--- config.mk ---
export PLATFORM = sky130hd
export DESIGN_NAME = dac8_wb_streamer
export DESIGN_NICKNAME = d
export VERILOG_FILES = /design/src/rtl/dac8_wb_streamer.sv
export SDC_FILE = /design/constraint.sdc
export NUM_CORES = 1
export LEC_CHECK = 0
export ABC_AREA = 1
export CAP_MARGIN = 10
export CORE_ASPECT_RATIO = 1.75
export CORE_MARGIN = 5
export CORE_UTILIZATION = 55
export CTS_BUF_LIST = sky130_fd_sc_hd__clkbuf_4
export DETAILED_ROUTE_END_ITERATION = 16
export PLACE_DENSITY_LB_ADDON = 0.1
export REMOVE_ABC_BUFFERS = 1
export SYNTH_ARGS = -nofsm -noshare
export SYNTH_HDL_FRONTEND = slang
export SYNTH_SLANG_ARGS = --single-unit
--- constraint.sdc ---
create_clock -name sys_clk -period 7.4 [get_ports sys_clk]
set_input_delay 1.48 -clock sys_clk [delete_from_list [all_inputs] [get_ports sys_clk]]
set_output_delay 1.48 -clock sys_clk [all_outputs]
set_load 0.02 [all_outputs]
--- src/rtl/dac8_wb_streamer.sv ---
// Purpose : Wishbone-slave DAC output path; software pushes 8-bit codes into a
//           FIFO and a programmable sample timer pops one code per period.
// Latency : bus_ack one cycle after accept; pushed code is in the FIFO next cycle;
//           dac_data/dac_ld update on the edge after a timer tick.
// Backpr. : none to the bus (push while full is dropped and flagged overflow);
//           an empty FIFO at a tick holds dac_data and flags underrun.
// Ports   : sys_clk/sys_rst (sync, active-high); bus_* classic Wishbone slave,
//           14-bit byte address with [7:0] decoded; dac_data/dac_ld/dac_ena to the
//           DAC macro; irq = low-water level interrupt.
module dac8_wb_streamer #(
   parameter int DEPTH   = 8,
   parameter int LOWATER = 2
) (
   input  logic        sys_clk,
   input  logic        sys_rst,
   input  logic [13:0] bus_adr,
   input  logic [31:0] bus_dat_w,
   output logic [31:0] bus_dat_r,
   input  logic [3:0]  bus_sel,
   input  logic        bus_cyc,
   input  logic        bus_stb,
   input  logic        bus_we,
   output logic        bus_ack,
   output logic [7:0]  dac_data,
   output logic        dac_ld,
   output logic        dac_ena,
   output logic        irq
);

   localparam int AW = $clog2(DEPTH);
   localparam int LW = AW + 1;
   localparam logic [LW-1:0] DEPTH_L = LW'(DEPTH);

   logic          r_ack;
   logic          r_ena;
   logic          r_lw_ie;
   logic [15:0]   r_rate;
   logic [15:0]   r_cnt;
   logic [7:0]    r_mem [DEPTH];
   logic [AW-1:0] r_wp;
   logic [AW-1:0] r_rp;
   logic [LW-1:0] r_level;
   logic [7:0]    r_dac;
   logic          r_ld;
   logic          r_unr;
   logic          r_ovf;

   logic [7:0] w_adr;
   logic       w_accept, w_wr;
   logic       w_wr_ctrl, w_wr_rate, w_push, w_w1c, w_clr;
   logic       w_ena_nxt, w_tick, w_empty, w_full;
   logic       w_pop, w_push_ok, w_unr_set, w_ovf_set;
   logic       w_unused;

   // The ack register masks the accept term, so each transaction is accepted once.
   assign w_accept  = bus_cyc & bus_stb & ~r_ack;
   assign w_wr      = w_accept & bus_we;
   assign w_adr     = bus_adr[7:0];

   assign w_wr_ctrl = w_wr & (w_adr == 8'h00) & bus_sel[0];
   assign w_wr_rate = w_wr & (w_adr == 8'h04) & (bus_sel[0] | bus_sel[1]);
   assign w_push    = w_wr & (w_adr == 8'h08) & bus_sel[0];
   assign w_w1c     = w_wr & (w_adr == 8'h0C) & bus_sel[2];
   assign w_clr     = w_wr_ctrl & bus_dat_w[1];
   assign w_ena_nxt = w_wr_ctrl ? bus_dat_w[0] : r_ena;

   assign w_tick    = r_ena & (r_cnt == r_rate);
   assign w_empty   = (r_level == '0);
   assign w_full    = (r_level == DEPTH_L);

   // A flush overrides both a pop and a push landing in the same cycle.
   assign w_pop     = w_tick & ~w_empty & ~w_clr;
   assign w_push_ok = w_push & (~w_full | w_pop) & ~w_clr;
   assign w_unr_set = w_tick & w_empty;
   assign w_ovf_set = w_push & w_full & ~w_pop & ~w_clr;

   assign w_unused  = &{1'b0, bus_adr[13:8], bus_dat_w[31:18], bus_sel[3]};

   always_ff @(posedge sys_clk) begin
      if (w_push_ok) begin
         r_mem[r_wp] <= bus_dat_w[7:0];
      end
   end

   always_ff @(posedge sys_clk) begin
      if (sys_rst) begin
         r_ack   <= 1'b0;
         r_ena   <= 1'b0;
         r_lw_ie <= 1'b0;
         r_rate  <= '0;
         r_cnt   <= '0;
         r_wp    <= '0;
         r_rp    <= '0;
         r_level <= '0;
         r_dac   <= '0;
         r_ld    <= 1'b0;
         r_unr   <= 1'b0;
         r_ovf   <= 1'b0;
      end else begin
         r_ack <= w_accept;

         if (w_wr_ctrl) begin
            r_ena   <= bus_dat_w[0];
            r_lw_ie <= bus_dat_w[2];
         end

         if (w_wr_rate) begin
            if (bus_sel[0]) r_rate[7:0]  <= bus_dat_w[7:0];
            if (bus_sel[1]) r_rate[15:8] <= bus_dat_w[15:8];
         end

         // Counter sits at 0 while disabled and also during the enabling cycle,
         // so the first tick lands RATE_DIV+1 cycles after that accept.
         if (!r_ena || !w_ena_nxt || w_wr_rate || w_tick) begin
            r_cnt <= '0;
         end else begin
            r_cnt <= r_cnt + 16'd1;
         end

         r_ld <= w_pop;
         if (w_pop) begin
            r_dac <= r_mem[r_rp];
         end

         if (w_clr) begin
            r_wp    <= '0;
            r_rp    <= '0;
            r_level <= '0;
         end else begin
            if (w_push_ok) r_wp <= r_wp + AW'(1);
            if (w_pop)     r_rp <= r_rp + AW'(1);
            r_level <= r_level + LW'(w_push_ok) - LW'(w_pop);
         end

         // Set has priority over a same-cycle W1C.
         r_unr <= w_unr_set | (r_unr & ~(w_w1c & bus_dat_w[16]));
         r_ovf <= w_ovf_set | (r_ovf & ~(w_w1c & bus_dat_w[17]));
      end
   end

   always_comb begin
      bus_dat_r = 32'hDEAD_BEEF;
      case (w_adr)
         8'h00:   bus_dat_r = {29'b0, r_lw_ie, 1'b0, r_ena};
         8'h04:   bus_dat_r = {16'b0, r_rate};
         8'h08:   bus_dat_r = {24'b0, r_dac};
         8'h0C:   bus_dat_r = {14'b0, r_ovf, r_unr, 6'b0, w_full, w_empty, 1'b0, 7'(r_level)};
         default: bus_dat_r = 32'hDEAD_BEEF;
      endcase
   end

   assign bus_ack  = r_ack;
   assign dac_data = r_dac;
   assign dac_ld   = r_ld;
   assign dac_ena  = r_ena;
   assign irq      = r_lw_ie & r_ena & ({{(32-LW){1'b0}}, r_level} <= 32'(LOWATER));

endmodule

==> impl_metrics.csv <==
group,metric,value,unit
status,outcome,"completed",
floorplanning,rows,49,
floorplanning,io_pins,99,
yosys,synth_most_common_cell,"nand2_1",
clock_tree,cts_hold_buf,0,
global_route,grt_max_degree,52,
setup_path,cp_max_fo,11,
global_route,grt_overflow,0,
placement,dpl_cell_area,6520,um^2
setup_path,cp-end-kind,"output pin",
timing,setup_viol,0,
global_route,grtUsageTotal,22.8,%
yosys,ys.flop_type,"edfxtp_1",
yosys,netlist-cell-type-count,44,
placement,portBuffers,73,
power,fin_total_pwr,1.16,mW
setup_path,cp_slowest_cell,"clkdlybuf4s50_1",
floorplanning,start_util,56.2,%
clock_tree,cts_buffers,17,
setup_path,arrival,3.78,ns
floorplanning,die_y,145,um
setup_path,critPathRequiredTime,5.92,ns
routing,dr.pass1.iters,5,
routing,routed_wl,13.9,mm
routing,wl_per_cell,16.6,um
clock_tree,cts_num_sinks,120,
final_layout,final_cell_area,6780,um^2
setup_path,critical_path_class,"input pin to output pin",
yosys,ys_ff_latch,120,
final_layout,fin_cells,836,
timing,layout_setup_ws,2.14,ns
yosys,syn_inst,624,
yosys,synth_top_area_cell,"edfxtp_1",
hold_path,hold_class,"flip-flop to flip-flop",
power,irDropWorstVdd,0.100,mV
timing,skew,0.0138,ns
setup_path,crit_buf_inv,5,
final_layout,syn_to_final_growth,17.9,%
power,power_leakage,2.51,nW
global_route,antenna_found_initial,1,
timing,finalHoldViolCount,0,
clock_tree,cts_max_level,4,
clock_tree,cts-resized-gates,0,
flow_run,maxCapViolations,0,
yosys,synth_common_cells,"nand2_1, inv_1, edfxtp_1",
routing,dr.first_iter.drc_count,220,
clock_tree,clk_pin_slew_worst_paths,0.12,ns
placement,dp.cells,802,
floorplanning,core,10200,um^2
timing,finalCriticalPeriod,5.26,ns
routing,vias,4557,
timing,tightestPinTransition,1.29,ns
timing,period_share,71.0,%
setup_path,cpLargestDelayFamily,"buffers and inverters",
clock_tree,clock_path_buffers,2,
placement,pre_cts_slack,2.12,ns
final_layout,nNetsFinal,761,
clock_tree,root_buffer,"clkbuf_4",
routing,drc,0,
yosys,synth.top_cell.area_share,33.4,%
clock_tree,cts_setup_buffers,0,
setup_path,path_cells,"clkdlybuf4s50_1 -> nor2_4 -> inv_1 -> nor2_1 -> buf_4 -> inv_1 -> a21oi_1 -> o21ai_0 -> clkdlybuf4s50_1",
placement,place.gp.congestion,0.927,
power,powerDensity,172,nW/um^2
setup_path,critPathMaxStageDelay,0.57,ns
timing,maxSlewViolCount,0,
timing,hold_ws,0.472,ns
setup_path,cp-start-kind,"input pin",
yosys,yosys_warnings,0,
yosys,avgSynthCellArea,9.22,um^2
yosys,synth_area,5750,um^2
timing,slew_headroom,13.1,%
routing,vias_per_cell,5.45,
routing,final_antenna_net_count,0,
yosys,synthTopCellsByArea,"edfxtp_1, dfxtp_1, nand2_1",
placement,place.detailed.hpwl,10.2,mm
yosys,ys_seq_area_share,52.9,%
global_route,grt_pass1_wl,22.5,mm
timing,fmax,190,MHz
timing,rsz0062_at_grt,"no",
final_layout,drive_gt1_share,10.5,%
global_route,grt_pass1_vias,4742,
final_layout,utilization,66.2,%
timing,tns,0,ns
clock_tree,insertion_delay,0.53,ns
yosys,synth_edf_count,64,
floorplanning,fp.dieW,87.3,um
yosys,async_flop_share,0,%
floorplanning,die_area,12700,um^2
clock_tree,cts_tree,"built",
cells in the final DEF (no fill, tap or decap), drive strengths merged, types with 17 or more instances in the layout:
cell type and instances:
a21oi 53, clkbuf 17, clkdlybuf4s50 73, dfxtp 56, edfxtp 64, inv 90
nand2 89, nand3 20, nor2 63, nor3 20, o211ai 19, o21ai 48
flip-flops by register name, summed over array words and instances, names as in the netlist:
register and cells:
bus_ack 1, dac_data 8, dac_ena 1, dac_ld 1, r_cnt 16, r_level 4
r_lw_ie 1, r_mem 64, r_ovf 1, r_rate 16, r_rp 3, r_unr 1
r_wp 3
report_power, final:
part	internal [mW]	switching, mW	leakage [nW]	total (mW)
Clock	0.166	0.255	0.137	0.422
Combinational	0.0210	0.0221	1.34	0.0431
Sequential	0.700	0.000225	1.03	0.700
area by class of cell:
type                            instances  area (um^2)
Multi-Input combinational cell        386         2200
Timing Repair Buffer                   80          781
Clock buffer                           17          128
Antenna cell                            1         2.50
Sequential cell                       120         3040
Tap cell                              127          159
Fill cell                             858         3460
Inverter                               90          338
Clock inverter                         15          129
cells by family (layout without fill, tap and decap cells):
group           Yosys count  in the layout  synth area share, %
simple gates            210            210                 17.5
other cells               1              5               0.0652
compound gates          129            129                 12.8
fa+ha+maj                11             11                 2.52
mux                      16             16                 2.78
buf+inv                 121            202                 9.03
xor+xnor                 16             16                 2.44
flops                   120            120                 52.9
worst paths after layout:
| kind | from | endpoint | slack (ns) | cells after the start |
|---|---|---|---|---|
| worst max-delay path | bus_adr[1] | bus_dat_r[9] | 2.14 | 9 |
| worst min-delay path | r_unr$_SDFF_PP0_ | r_unr$_SDFF_PP0_ | 0.47 | 2 |
| worst max register to register | dac_ena$_SDFF_PP0_ | r_mem[4][3]$_DFFE_PP_ | 4.18 | 10 |
| worst min register to register | r_unr$_SDFF_PP0_ | r_unr$_SDFF_PP0_ | 0.47 | 2 |
worst reg2reg max path, cell delays in order, from the launching register on:
cell	delay [ns]
dfxtp_1	0.48
inv_1	0.18
a21oi_1	0.15
nand2_1	0.07
nor2_1	0.08
nand2_1	0.06
nor2_1	0.11
nand3_2	0.30
nand2_2	0.26
nand3_2	0.14
nor3_1	1.00
per-layer routing:
layer / GRT usage (%) / routed length [um] / vias up
met5: 0 / 0 / -
met4: 10.3 / 527 / 0
met3: 5.56 / 765 / 39
met2: 41.6 / 7640 / 173
met1: 23.6 / 4970 / 2112
li1: - / - / 2233
Note: power is estimated with default switching activity, not from simulation.
